**src/rtl/bitvec_id_drain.sv**
```systemverilog
// Buffers whole result vectors in a small FIFO and drains each one as a stream
// of set-bit ids (ascending), followed by a one-cycle done beat with the id count.
module bitvec_id_drain #(
    parameter int BIT_VEC_SIZE     = 128,
    parameter int BIT_VEC_SIZE_LOG = 7,
    parameter int FIFO_DEPTH       = 4
) (
    input  logic                        clk,
    input  logic                        rst_n,
    input  logic [BIT_VEC_SIZE-1:0]     vec_in,
    input  logic                        vec_valid_in,
    output logic                        vec_ready,
    output logic [BIT_VEC_SIZE_LOG-1:0] id_out,
    output logic                        id_valid,
    input  logic                        id_ready,
    output logic                        id_last,
    output logic                        done_valid,
    output logic [BIT_VEC_SIZE_LOG:0]   done_count,
    output logic                        overflow
);
    localparam int PTR_W = $clog2(FIFO_DEPTH);

    typedef enum logic [1:0] {
        IDLE = 2'd0,
        EMIT = 2'd1,
        DONE = 2'd2
    } state_t;

    logic [BIT_VEC_SIZE-1:0]     r_mem [FIFO_DEPTH];
    logic [PTR_W-1:0]            r_wptr;
    logic [PTR_W-1:0]            r_rptr;
    logic [PTR_W:0]              r_count;
    logic                        r_overflow;
    state_t                      r_state;
    state_t                      w_state_next;
    logic [BIT_VEC_SIZE-1:0]     r_work;
    logic [BIT_VEC_SIZE-1:0]     w_work_next;
    logic [BIT_VEC_SIZE_LOG:0]   r_cnt;
    logic [BIT_VEC_SIZE_LOG:0]   w_cnt_next;

    logic                        w_full;
    logic                        w_empty;
    logic                        w_wr;
    logic                        w_pop;
    logic [BIT_VEC_SIZE-1:0]     w_head;
    logic [BIT_VEC_SIZE-1:0]     w_work_clr;
    logic                        w_is_last;
    logic [BIT_VEC_SIZE_LOG-1:0] w_low_idx;

    // Full/empty come from the occupancy at the start of the cycle, so a
    // same-cycle pop never makes room for a write.
    assign w_full    = (r_count == (PTR_W+1)'(FIFO_DEPTH));
    assign w_empty   = (r_count == '0);
    assign w_wr      = vec_valid_in && !w_full;
    assign w_head    = r_mem[r_rptr];
    assign vec_ready = !w_full;
    assign overflow  = r_overflow;

    always_ff @(posedge clk) begin
        if (w_wr) begin
            r_mem[r_wptr] <= vec_in;
        end
    end

    always_ff @(posedge clk or negedge rst_n) begin
        if (!rst_n) begin
            r_wptr     <= '0;
            r_rptr     <= '0;
            r_count    <= '0;
            r_overflow <= 1'b0;
        end else begin
            if (w_wr) begin
                r_wptr <= r_wptr + PTR_W'(1);
            end
            if (w_pop) begin
                r_rptr <= r_rptr + PTR_W'(1);
            end
            case ({w_wr, w_pop})
                2'b10:   r_count <= r_count + (PTR_W+1)'(1);
                2'b01:   r_count <= r_count - (PTR_W+1)'(1);
                default: r_count <= r_count;
            endcase
            if (vec_valid_in && w_full) begin
                r_overflow <= 1'b1;
            end
        end
    end

    // Lowest set bit wins: scan from the top so the last hit is the smallest index.
    always_comb begin
        w_low_idx = '0;
        for (int i = BIT_VEC_SIZE - 1; i >= 0; i--) begin
            if (r_work[i]) begin
                w_low_idx = BIT_VEC_SIZE_LOG'(i);
            end
        end
    end

    assign w_work_clr = r_work & (r_work - BIT_VEC_SIZE'(1));
    assign w_is_last  = (w_work_clr == '0);

    always_ff @(posedge clk or negedge rst_n) begin
        if (!rst_n) begin
            r_state <= IDLE;
            r_work  <= '0;
            r_cnt   <= '0;
        end else begin
            r_state <= w_state_next;
            r_work  <= w_work_next;
            r_cnt   <= w_cnt_next;
        end
    end

    always_comb begin
        w_state_next = r_state;
        w_work_next  = r_work;
        w_cnt_next   = r_cnt;
        w_pop        = 1'b0;
        id_valid     = 1'b0;
        id_out       = '0;
        id_last      = 1'b0;
        done_valid   = 1'b0;
        done_count   = '0;
        case (r_state)
            IDLE: begin
                if (!w_empty) begin
                    w_pop        = 1'b1;
                    w_work_next  = w_head;
                    w_cnt_next   = '0;
                    w_state_next = (w_head != '0) ? EMIT : DONE;
                end
            end
            EMIT: begin
                id_valid = 1'b1;
                id_out   = w_low_idx;
                id_last  = w_is_last;
                if (id_ready) begin
                    w_work_next = w_work_clr;
                    w_cnt_next  = r_cnt + (BIT_VEC_SIZE_LOG+1)'(1);
                    if (w_is_last) begin
                        w_state_next = DONE;
                    end
                end
            end
            DONE: begin
                done_valid   = 1'b1;
                done_count   = r_cnt;
                w_state_next = IDLE;
            end
            default: begin
                w_state_next = IDLE;
            end
        endcase
    end
endmodule
```
**config.mk**
```make
export PLATFORM = sky130hd
export DESIGN_NAME = bitvec_id_drain
export DESIGN_NICKNAME = d
export VERILOG_FILES = /design/src/rtl/bitvec_id_drain.sv
export SDC_FILE = /design/constraint.sdc
export NUM_CORES = 1
export LEC_CHECK = 0
export ABC_CLOCK_PERIOD_IN_PS = 4700
export CORE_MARGIN = 2
export CORE_UTILIZATION = 35
export CTS_CLUSTER_SIZE = 25
export DETAILED_ROUTE_END_ITERATION = 10
export GPL_ROUTABILITY_DRIVEN = 0
export HOLD_SLACK_MARGIN = 0.05
export SETUP_SLACK_MARGIN = 0.05
export SYNTH_ARGS = -nofsm -noshare
export SYNTH_HDL_FRONTEND = slang
export SYNTH_SLANG_ARGS = --single-unit
```
**constraint.sdc**
```tcl
create_clock -name clk -period 4.7 [get_ports clk]
set_clock_uncertainty 0.15 [all_clocks]
set_input_delay 1.175 -clock clk [delete_from_list [all_inputs] [get_ports clk]]
set_output_delay 1.175 -clock clk [all_outputs]
set_load 0.01 [all_outputs]
```
==> qor.txt <==
status = complete, but fails checks
failing checks = negative setup slack
Multi-input gate area = 9710 sq um
pin count of the biggest net entering global routing = 83
startpoint types = flop
complex-gate fraction of the synthesized area = 9.94%
simple logic cell fraction of the synthesized area = 10.9%
Top FF cell, synth = edfxtp_1
Setup TNS = -1470 ps
Core Footprint = 81800 sq um
setup violators final = 2
initial antenna violation count = 2
CTS tree = done
clock sink count = 658
Max Slew Vio Count = 0
synthesis-stage register bit count = 658
Initial Util = 35.3%
initial detailed-routing violation count = 2760
leakage dissipation = 0.0131 uW
RSZ-0062 raised after global routing = yes
most common cell after layout, fill and taps aside = edfxtp_1
crit-path max FO = 9
Pwr Density = 403 nW/um^2
n_diodes = 0
kind of critical path = flop to output port
Post-Syn Area = 28900 sq um
GRT Util Overall = 22.1%
post-DR wirelength/cell = 25.6 microns
largest family of logic cells by synthesized area = simple AND/OR/NAND/NOR gates
Worst Setup End Kind = output port
num rows = 105
Die ar. = 84800 sq um
Clock Path Buffers = 3
CTS buffer count = 70
clk_lat worst skew = 620 ps
first-pass GRT wire length = 140000 microns
YS warnings = 0
Mapped Cells = 2079
mean area per synthesized cell = 13.9 sq um
vias in the first global route = 21252
Yosys top cell area share = 53.3%
register area = 19000 sq um
H-tree depth = 3
drt drc = 0
GR Overflow Total = 0
CP arrival = 4700 ps
First-pass DRT Iterations = 6
DR vias/cell = 5.81
Synth area leaders = edfxtp_1 (53%), dfrtp_1 (13%), mux4_2 (10%), o21ai_0 (3.2%), nand2_1 (2.4%)
most frequent cells in the layout = edfxtp_1 (512), buf_4 (390), nand2_1 (184)
number of flops mapped to enable cells by yosys = 512
port buffer count = 151
mux contribution to synthesized area = 10.1%
vias = 21513
Tcrit/Tclk final = 128%
detailed placement HPWL = 69100 microns
share of cells above drive strength 1 = 28.9%
FFs w/ async S/R, synth = 22.2%
dpl ws = -1280 ps
root buffer cell = clkbuf_16
# IOs = 152
antenna violation net count after detailed routing = 0
Synthesized Nets = 2218
area leader, netlist = edfxtp_1
max-capacitance violation count = 0
Fin. Hold Viols = 0
Yosys cell types = 72
Rel. slew slack = 38.0%
FILL cells = 7227
register clock-pin slew on the reported worst setup and hold paths = 60 ps
post-synthesis sequential area ratio = 65.9%
die width = 291 microns
min setup slack post-route = -1320 ps
Worst-Margin Slew = 931 ps
Hold/Removal Path Class = flop to flop
area grow syn2layout = 29.0%
nets@finish = 2719
Die Ht = 291 microns
routed wire length = 94800 microns
worst vdd ir = 0.000332 V
CP required = 3380 ps
Power Total = 15000 uW
post-synthesis xor/xnor area fraction = 0.364%
Synth Area in Adders = 0.438%
Post-CTS Hold Buffers = 0
min cycle time layout = 6020 ps
maximum clock rate = 166 MHz
[cell usage after synthesis, drive strengths merged (11+ instances only)]
cell type / count
edfxtp: 512
nand2: 186
o21ai: 186
nor2: 164
dfrtp: 146
mux4: 128
clkbuf: 103
nor4: 95
a21oi: 80
inv: 44
nor3: 39
or4: 37
nand4: 33
buf: 29
o31ai: 27
nand3: 24
a22o: 22
o41ai: 20
o22ai: 19
and3: 18
a21o: 15
or2: 11
or3: 11
[cell type report]
class	count	share of cell area (%)
Clock buffer	91	5.14
Timing Repair Buffer	561	12.8
Clock inverter	36	0.783
Multi-Input combinational cell	1244	26.1
Tap cell	1070	3.60
Inverter	45	0.454
Sequential cell	658	51.2
[flip-flops by register name (all words and copies together), names as in the netlist]
name,flops
r_work,128
r_rptr,2
r_wptr,2
r_mem,512
r_cnt,8
r_count,3
overflow,1
r_state,2
[final timing paths]
path	slack [ps]	from	end	cells past startpoint
setup / recovery	-1320	r_work[16]$_DFFE_PN0P_	id_last	15
hold reg to reg	340	overflow$_DFFE_PN0P_	overflow$_DFFE_PN0P_	1
max in group asynchronous	2880	rst_n	r_work[7]$_DFFE_PN0P_	2
setup reg to reg	340	r_work[16]$_DFFE_PN0P_	r_state[0]$_DFFE_PN0P_	15
min in group asynchronous	460	rst_n	r_count[0]$_DFFE_PN0P_	1
hold / removal	340	overflow$_DFFE_PN0P_	overflow$_DFFE_PN0P_	1
[per-layer routing]
| metal | vias up | GRT usage [%] | part of all wire [%] |
|---|---|---|---|
| li1 | 9224 | - | - |
| met1 | 10782 | 29.1 | 39 |
| met2 | 1231 | 34.2 | 45 |
| met3 | 272 | 6.00 | 10 |
| met4 | 4 | 10.3 | 5.2 |
| met5 | - | 0 | 0.024 |
[logic make-up after synthesis]
logic type / after synthesis
fa+ha+maj: 10
xor+xnor: 12
simple gates: 636
mux: 130
buf+inv: 177
compound gates: 456
flops: 658
[worst max-delay path: stages (launching register included)]
cell and delay, ps:
dfrtp_1 380, or4_4 570, buf_4 180, nor4_4 260, buf_4 210, nand2_1 140, buf_4 200, buf_4 190
o41ai_1 550, o2111ai_1 250, nor4_1 360, nand4_1 140, nor4_2 230, buf_4 180, and2_4 150, buf_6 90
[metrics by stage]
step / util [%] / area, sq um / hold slack (ps) / cells
6_report: 45.5 / 37200 / 336 / 3705
5_1_grt: 45.5 / 37200 / 371 / 3705
4_1_cts: 45.3 / 37100 / 352 / 3704
3_5_place_dp: 42.1 / 34400 / 339 / 3567
3_3_place_gp: 42.1 / 34400 / 328 / 3567
2_1_floorplan: - / 29000 / 334 / 2079
[report_power, final]
part | leakage, uW | internal [uW] | switching, uW
sequential | 0.00634 | 7330 | 212
clock | 0.00107 | 3050 | 2280
combinational | 0.00570 | 753 | 1370
[timing repair]
item	CTS	global route
setup endpoints to repair	8	7
resized for setup	102	34
endpoints found under the hold margin	0	0
pin swaps	38	23
cloned	1	0
setup buffers	12	2
(Power assumes the default switching activity.)
